`config.mk`:
```
export PLATFORM = sky130hd
export DESIGN_NAME = pipeline_hazard_ctrl_flat
export DESIGN_NICKNAME = d
export VERILOG_FILES = /design/src/rtl/pipeline_hazard_ctrl_if.sv /design/src/rtl/pipeline_hazard_ctrl.sv /design/src/flat_wrapper.sv
export SDC_FILE = /design/constraint.sdc
export NUM_CORES = 1
export LEC_CHECK = 0
export BUFFER_PORTS_ARGS = -buffer_cell sky130_fd_sc_hd__buf_2
export CORE_AREA = 3 3 53 67
export DETAILED_ROUTE_END_ITERATION = 10
export DIE_AREA = 0 0 56 70
export HOLD_SLACK_MARGIN = 0.06
export PLACE_DENSITY = 0.92
export SLEW_MARGIN = 20
export SYNTH_ARGS = -nofsm -noshare
export SYNTH_HDL_FRONTEND = slang
export SYNTH_SLANG_ARGS = --single-unit
```
`constraint.sdc`:
```
create_clock -name clk -period 5.06 [get_ports clk]
set_input_delay 1.012 -clock clk [delete_from_list [all_inputs] [get_ports clk]]
set_output_delay 1.012 -clock clk [all_outputs]
set_load 0.02 [all_outputs]
```
`src/rtl/pipeline_hazard_ctrl_if.sv`:
```
// Hazard-control bundle between the RV32I datapath and pipeline_hazard_ctrl.
//   master : datapath side; drives register ids, write enables and events,
//            receives forwarding selects, stalls, flushes, Busy and StallCnt.
//   slave  : hazard controller side (mirror of master).
interface pipeline_hazard_ctrl_if #(
   parameter int CNT_W = 16
);
   logic [4:0]       Rs1D, Rs2D;
   logic [4:0]       Rs1E, Rs2E, RdE;
   logic [4:0]       RdM, RdW;
   logic             ResultSrcE0;
   logic             RegWriteM, RegWriteW;
   logic             PCSrcE;
   logic             MultiCycE;
   logic             ImemReady;
   logic [1:0]       ForwardAE, ForwardBE;
   logic             StallF, StallD, StallE;
   logic             FlushD, FlushE, FlushM;
   logic             Busy;
   logic [CNT_W-1:0] StallCnt;

   modport master (
      output Rs1D, Rs2D, Rs1E, Rs2E, RdE, RdM, RdW,
             ResultSrcE0, RegWriteM, RegWriteW, PCSrcE, MultiCycE, ImemReady,
      input  ForwardAE, ForwardBE, StallF, StallD, StallE,
             FlushD, FlushE, FlushM, Busy, StallCnt
   );

   modport slave (
      input  Rs1D, Rs2D, Rs1E, Rs2E, RdE, RdM, RdW,
             ResultSrcE0, RegWriteM, RegWriteW, PCSrcE, MultiCycE, ImemReady,
      output ForwardAE, ForwardBE, StallF, StallD, StallE,
             FlushD, FlushE, FlushM, Busy, StallCnt
   );
endinterface

```
`src/rtl/pipeline_hazard_ctrl.sv`:
```
// Hazard and sequencing controller for the 5-stage RV32I pipeline.
// Produces operand forwarding selects, stall/flush controls for the PC,
// IF/ID, ID/EX and EX/MEM registers, sequences multi-cycle EX ops (mul/div)
// and counts fetch-stall cycles in a saturating counter.
//   clk    : system clock, rising edge
//   reset  : synchronous, active-high
//   hz     : hazard bundle (slave side), see pipeline_hazard_ctrl_if
//
// state | meaning
// IDLE  | no multi-cycle op in flight; a MultiCycE op in EX starts one
// BUSY  | op in flight; cnt counts remaining stall cycles, cnt==0 is release
module pipeline_hazard_ctrl #(
   parameter int MC_CYCLES = 4,
   parameter int CNT_W     = 16
) (
   input  logic                  clk,
   input  logic                  reset,
   pipeline_hazard_ctrl_if.slave hz
);

   localparam int CW = $clog2(MC_CYCLES);

   typedef enum logic {IDLE, BUSY} state_t;

   state_t           state_q, state_d;
   logic [CW-1:0]    cnt_q, cnt_d;
   logic [CNT_W-1:0] stall_cnt_q, stall_cnt_d;

   logic       mc_stall, lw_stall;
   logic [1:0] fwd_a, fwd_b;
   logic       stall_f, stall_d, stall_e;
   logic       flush_d, flush_e, flush_m;

   // M stage wins over W because it holds the younger result.
   function automatic logic [1:0] fwd_sel(input logic [4:0] rs,
                                          input logic [4:0] rd_m,
                                          input logic       wr_m,
                                          input logic [4:0] rd_w,
                                          input logic       wr_w);
      if (wr_m && rd_m != 5'd0 && rd_m == rs)      return 2'b10;
      else if (wr_w && rd_w != 5'd0 && rd_w == rs) return 2'b01;
      else                                         return 2'b00;
   endfunction

   assign mc_stall = (state_q == IDLE && hz.MultiCycE) ||
                     (state_q == BUSY && cnt_q != '0);
   assign lw_stall = hz.ResultSrcE0 && hz.RdE != 5'd0 &&
                     (hz.Rs1D == hz.RdE || hz.Rs2D == hz.RdE);

   always_comb begin
      fwd_a   = 2'b00;
      fwd_b   = 2'b00;
      stall_f = 1'b0;
      stall_d = 1'b0;
      stall_e = 1'b0;
      flush_d = 1'b0;
      flush_e = 1'b0;
      flush_m = 1'b0;
      if (reset) begin
         flush_d = 1'b1;
         flush_e = 1'b1;
         flush_m = 1'b1;
      end else begin
         fwd_a = fwd_sel(hz.Rs1E, hz.RdM, hz.RegWriteM, hz.RdW, hz.RegWriteW);
         fwd_b = fwd_sel(hz.Rs2E, hz.RdM, hz.RegWriteM, hz.RdW, hz.RegWriteW);
         if (mc_stall) begin
            // EX holds the op, a bubble goes to MEM; the branch waits its turn
            stall_f = 1'b1;
            stall_d = 1'b1;
            stall_e = 1'b1;
            flush_m = 1'b1;
         end else if (hz.PCSrcE) begin
            // PC must take the target even if the fetch is not ready
            flush_d = 1'b1;
            flush_e = 1'b1;
         end else if (lw_stall) begin
            stall_f = 1'b1;
            stall_d = 1'b1;
            flush_e = 1'b1;
         end else if (!hz.ImemReady) begin
            stall_f = 1'b1;
            flush_d = 1'b1;
         end
      end
   end

   always_comb begin
      state_d     = state_q;
      cnt_d       = cnt_q;
      stall_cnt_d = stall_cnt_q;
      case (state_q)
         IDLE: begin
            if (hz.MultiCycE) begin
               state_d = BUSY;
               cnt_d   = CW'(MC_CYCLES - 2);
            end
         end
         BUSY: begin
            // cnt==0 is the release edge: ID/EX loads the next instruction,
            // so MultiCycE seen now belongs to the old op and must not retrigger
            if (cnt_q != '0) cnt_d   = cnt_q - CW'(1);
            else             state_d = IDLE;
         end
         default: state_d = IDLE;
      endcase
      if (stall_f && !(&stall_cnt_q)) stall_cnt_d = stall_cnt_q + CNT_W'(1);
   end

   always_ff @(posedge clk) begin
      if (reset) begin
         state_q     <= IDLE;
         cnt_q       <= '0;
         stall_cnt_q <= '0;
      end else begin
         state_q     <= state_d;
         cnt_q       <= cnt_d;
         stall_cnt_q <= stall_cnt_d;
      end
   end

   assign hz.ForwardAE = fwd_a;
   assign hz.ForwardBE = fwd_b;
   assign hz.StallF    = stall_f;
   assign hz.StallD    = stall_d;
   assign hz.StallE    = stall_e;
   assign hz.FlushD    = flush_d;
   assign hz.FlushE    = flush_e;
   assign hz.FlushM    = flush_m;
   assign hz.Busy      = !reset && state_q == BUSY;
   assign hz.StallCnt  = stall_cnt_q;

endmodule

```
`src/flat_wrapper.sv`:
```
// flat-port wrapper written by rule: the top's interface ports become plain ports
module pipeline_hazard_ctrl_flat 
#(
   parameter int MC_CYCLES = 4,
   parameter int CNT_W     = 16
)
  (clk, reset, hz_Rs1D, hz_Rs2D, hz_Rs1E, hz_Rs2E, hz_RdE, hz_RdM, hz_RdW, hz_ResultSrcE0, hz_RegWriteM, hz_RegWriteW, hz_PCSrcE, hz_MultiCycE, hz_ImemReady, hz_ForwardAE, hz_ForwardBE, hz_StallF, hz_StallD, hz_StallE, hz_FlushD, hz_FlushE, hz_FlushM, hz_Busy, hz_StallCnt);
  pipeline_hazard_ctrl_if #(.CNT_W(CNT_W)) hz_i ();
  input  logic clk;
  input  logic reset;
  input wire logic [$bits(hz_i.Rs1D)-1:0] hz_Rs1D;
  input wire logic [$bits(hz_i.Rs2D)-1:0] hz_Rs2D;
  input wire logic [$bits(hz_i.Rs1E)-1:0] hz_Rs1E;
  input wire logic [$bits(hz_i.Rs2E)-1:0] hz_Rs2E;
  input wire logic [$bits(hz_i.RdE)-1:0] hz_RdE;
  input wire logic [$bits(hz_i.RdM)-1:0] hz_RdM;
  input wire logic [$bits(hz_i.RdW)-1:0] hz_RdW;
  input wire logic [$bits(hz_i.ResultSrcE0)-1:0] hz_ResultSrcE0;
  input wire logic [$bits(hz_i.RegWriteM)-1:0] hz_RegWriteM;
  input wire logic [$bits(hz_i.RegWriteW)-1:0] hz_RegWriteW;
  input wire logic [$bits(hz_i.PCSrcE)-1:0] hz_PCSrcE;
  input wire logic [$bits(hz_i.MultiCycE)-1:0] hz_MultiCycE;
  input wire logic [$bits(hz_i.ImemReady)-1:0] hz_ImemReady;
  output wire logic [$bits(hz_i.ForwardAE)-1:0] hz_ForwardAE;
  output wire logic [$bits(hz_i.ForwardBE)-1:0] hz_ForwardBE;
  output wire logic [$bits(hz_i.StallF)-1:0] hz_StallF;
  output wire logic [$bits(hz_i.StallD)-1:0] hz_StallD;
  output wire logic [$bits(hz_i.StallE)-1:0] hz_StallE;
  output wire logic [$bits(hz_i.FlushD)-1:0] hz_FlushD;
  output wire logic [$bits(hz_i.FlushE)-1:0] hz_FlushE;
  output wire logic [$bits(hz_i.FlushM)-1:0] hz_FlushM;
  output wire logic [$bits(hz_i.Busy)-1:0] hz_Busy;
  output wire logic [$bits(hz_i.StallCnt)-1:0] hz_StallCnt;
  assign hz_i.Rs1D = hz_Rs1D;
  assign hz_i.Rs2D = hz_Rs2D;
  assign hz_i.Rs1E = hz_Rs1E;
  assign hz_i.Rs2E = hz_Rs2E;
  assign hz_i.RdE = hz_RdE;
  assign hz_i.RdM = hz_RdM;
  assign hz_i.RdW = hz_RdW;
  assign hz_i.ResultSrcE0 = hz_ResultSrcE0;
  assign hz_i.RegWriteM = hz_RegWriteM;
  assign hz_i.RegWriteW = hz_RegWriteW;
  assign hz_i.PCSrcE = hz_PCSrcE;
  assign hz_i.MultiCycE = hz_MultiCycE;
  assign hz_i.ImemReady = hz_ImemReady;
  assign hz_ForwardAE = hz_i.ForwardAE;
  assign hz_ForwardBE = hz_i.ForwardBE;
  assign hz_StallF = hz_i.StallF;
  assign hz_StallD = hz_i.StallD;
  assign hz_StallE = hz_i.StallE;
  assign hz_FlushD = hz_i.FlushD;
  assign hz_FlushE = hz_i.FlushE;
  assign hz_FlushM = hz_i.FlushM;
  assign hz_Busy = hz_i.Busy;
  assign hz_StallCnt = hz_i.StallCnt;
  pipeline_hazard_ctrl #(.MC_CYCLES(MC_CYCLES), .CNT_W(CNT_W)) u_core (.clk(clk), .reset(reset), .hz(hz_i));
endmodule
```
After elaboration in Yosys (flattened, before gate mapping)
Index checks and enable logic that the tools add are counted.
Word-level totals
  logic and storage cells: 67
  register bits: 19
Operators by class
  reduce and logical (&&, ||, !) cells: 22
  multiplexer cells: 31
  equality and inequality tests: 8
  bitwise logic cells: 1
  add/subtract/negate cells: 2
Operators by type and width (count)
  equality test 5 bit: 6
  two-way mux 1 bit: 23
  adder 16 x 1 -> 16 bit, second input constant: 1
  AND reduction 16 bit: 1
  nonzero test 5 bit: 3
  logical AND 1 bit: 12
  two-way mux 2 bit: 6
  != test 2 bit, second input constant: 2
  one-hot mux 2 bit (2 select lines): 1
  zero test 1 bit: 2
  logical OR 1 bit: 2
  one-hot mux 1 bit (2 select lines): 1
  AND reduction 2 bit: 1
  nonzero test 2 bit: 1
  subtractor 2 x 1 -> 2 bit, second input constant: 1
  NOT 1 bit: 1

Depth between registers and ports, before layout
  word-level depth: 8
  gate-level depth with buffers: 10

Worst setup path before layout
OpenSTA, ideal clock, no wires.
  path type: input to output
  start point: in hz_RdE[0]
  end point: out hz_FlushD
  arrival: 2.700 ns
  setup slack: 1.348 ns
  data required time: 4.048 ns
  stages on the path: 6
  buffers on the path: 1
  path through: or4_1 o21a_1 a31oi_1 buf_4 inv_1 a21oi_1
Between the ends
  longest elaborated chain between the ends: 7
Ends and longest elaborated chain
  start, declared: RTL line flat_wrapper.sv:15  | input wire logic [$bits(hz_i.RdE)-1:0] hz_RdE;
  equality test 5 bit / nonzero test 5 bit (equally long branches): RTL line pipeline_hazard_ctrl.sv:48, pipeline_hazard_ctrl.sv:47
  logical OR 1 bit / logical AND 1 bit (equally long branches): RTL line pipeline_hazard_ctrl.sv:48, pipeline_hazard_ctrl.sv:47
  logical AND 1 bit *: RTL line pipeline_hazard_ctrl.sv:47  | assign lw_stall = hz.ResultSrcE0 && hz.RdE != 5'd0 &&
  two-way mux 1 bit *: RTL line pipeline_hazard_ctrl.sv:76  | end else if (lw_stall) begin
  two-way mux 1 bit *: RTL line pipeline_hazard_ctrl.sv:72  | end else if (hz.PCSrcE) begin
  two-way mux 1 bit *: RTL line pipeline_hazard_ctrl.sv:66  | if (mc_stall) begin
  two-way mux 1 bit *: RTL line pipeline_hazard_ctrl.sv:59  | if (reset) begin
  end, declared: RTL line flat_wrapper.sv:29  | output wire logic [$bits(hz_i.FlushD)-1:0] hz_FlushD;
Every way passes the cells marked *; elsewhere a longest branch is shown, timed or not.

Worst setup path after layout
Ends and elaborated chain as after synthesis.

==> metrics.yaml <==
period_needed_ps: 3596
clock_skew_ps: 3.805
yosysWarnings: 0
min_to: "u_core.cnt_q[1]"
wl_per_cell_microns: 13.19
max_freq_ghz: 0.2781
clockRootBuffer: "clkbuf_4"
critPathArrivalTime_ps: 2580
min_from: "u_core.cnt_q[1]"
diodes: 0
final_common_cell: "buf_2"
ir_drop_mv: 0.1219
worstPathMaxFanout: 11
initial_core_util: 0.4811
drc: 0
cts_sinks: 19
drv_cap: 0
nNetsFinal: 284
outcome: "finished, final reports clean"
setup_tns_ps: 0
antenna_found_initial: 0
drive_gt1_frac: 0.3655
portBuffers: 69
syn_to_final_growth_pct: 27.30
slew_violations: 0
syn-num-nets: 215
async_flop_share: 0
ys.flop_type: "dfxtp_1"
postCtsSetupRepairBufs: 0
min_path_cells: 2
die_area_sq_mm: 0.003920
cts.path.max_buffers: 2
ys_ff_latch: 19
cts_tree: "built"
worstRegToRegCells: 10
synthAdderAreaFrac: 0.01750
dp_hpwl_mm: 3.028
via_per_inst: 5.234
die_w_microns: 56
hp-class: "reg -> reg"
slew_headroom: 0.6422
setup.worst_path.end_class: "output pin"
grt_util_all_layers: 0.1896
cp.required_ps: 4050
cts.htree.levels: 1
synth_top_family_by_area: "simple AND/OR/NAND/NOR gates"
dr.pass1.iters: 4
timing.rr.end: "u_core.hz.StallCnt[11]"
cts.repair.resized: 0
p_per_area_mw_per_mm2: 181.6
r2r_slack_ps: 2700
ys_seq_area_frac: 0.2660
rows: 22
power_uw: 330.5
crit_type: "in -> out"
coreArea_sq_mm: 0.002973
place_congestion: 0.8514
finalHoldViolations: 0
placedCellCount: 270
leakage_nw: 0.7824
finalWorstSetupSlack_ps: 1464
cts_hold_buf: 0
cts_buffers: 3
synth_edf_count: 0
final_cell_mix: "buf_2 (69), xnor2_1 (30), nor2_1 (20)"
r2r_start: "u_core.cnt_q[0]"
wirelength_mm: 3.615
setup_viol: 0
die_h_microns: 70
ys_types: 36
place_ws_ps: 1474
netlist_area_sq_mm: 0.001430
drt_iter0_drc: 22
gr-total-overflow: 0
tightest_slew_ps: 523.2
clk_latency_ps: 300
postSynthAreaPerCell_sq_um: 8.412
rsz0062_at_grt: "no"
synth_compound_area_frac: 0.1400
startpoint: "hz_RdE[0]"
vias: 1434
start_kind: "primary input"
fin_cells: 274
synthXorXnorAreaFrac: 0.2327
finalCritPeriodShare: 0.7107
grt_max_degree: 33
grt_pass1_wl_mm: 6.099
first_global_vias: 1491
holdWs_ps: 500.8
yosys-mux-area-fraction: 0.04899
path_clk_slew_ps: 110
ant_nets: 0
syn_inst: 170
synth-simple-area-share: 0.2581
io_pins: 70
power by group:
part	switching (mW)	leakage (nW)	internal, mW
logic	0.0527	0.613	0.0422
registers	0.00280	0.154	0.153
clock network	0.0488	0.0150	0.0307
final cells by class:
cell class	count	area (sq um)
Clock buffer	4	26.28
Sequential cell	19	380.4
Tap cell	36	45.04
Multi-Input combinational cell	140	997.2
Fill cell	268	1152
Inverter	5	18.77
Timing Repair Buffer	70	352.8
per-stage QoR:
step                utilization  instance area (sq um)
floorplan                     -                   1430
global placement         0.6035                   1794
detailed placement       0.6035                   1794
CTS                      0.6124                   1821
global route             0.6124                   1821
finish                   0.6124                   1821
layer usage:
layer / part of all wire / vias to the layer above / routed length [microns] / track usage
met4: 0.036 / 0 / 130 / 0.1055
met2: 0.54 / 51 / 1949 / 0.3654
li1: - / 724 / - / -
met1: 0.37 / 645 / 1349 / 0.1879
met5: 0 / - / 0 / 0
met3: 0.051 / 14 / 186 / 0.02588
synthesized netlist by cell type, drive strengths merged, types with 3 or more instances:
library cell | number | area (sq um)
and3 | 4 | 45.04
inv | 5 | 18.77
buf | 4 | 26.28
nand2 | 11 | 41.29
a211oi | 4 | 30.03
or4 | 4 | 30.03
dfxtp | 19 | 380.4
mux2i | 4 | 40.04
a31o | 3 | 26.28
xor2 | 8 | 70.07
nand3 | 10 | 50.05
nor2b | 4 | 25.02
nand2b | 5 | 31.28
nor4 | 3 | 18.77
a2111oi | 4 | 66.32
a21oi | 7 | 38.79
nor3 | 4 | 20.02
nor2 | 20 | 75.07
xnor2 | 30 | 262.8
sequential cells by signal, indices dropped and copies added (netlist names):
signal and cells:
u_core.hz.StallCnt 16, u_core.cnt_q 2, u_core.state_q 1
worst max-delay path, cell delays in order:
cell and delay (ps):
buf_2 120, or4_1 510, o21a_1 190, a31oi_1 170
buf_4 220, inv_1 70, a21oi_1 110, buf_2 180
worst max-delay path by stage:
stage / endpoint / slack [ps]
final: hz_FlushD / 1460
after detailed placement: hz_FlushD / 1470
after global placement: hz_FlushD / 1490
after floorplan: hz_FlushD / 1350
after global routing: hz_ForwardBE[0] / 1320
after CTS: hz_FlushD / 1460
logic make-up (layout without fill, tap and decap cells):
group	count (synthesis)	after routing
AOI/OAI and AO/OA	24	24
DFF	19	19
and+or+nand+nor	70	70
xor gates and xnor gates	38	38
adders and majority gates	2	2
buffers and inverters	11	79
muxes	6	6
Note: power is estimated with default switching activity, not from simulation.
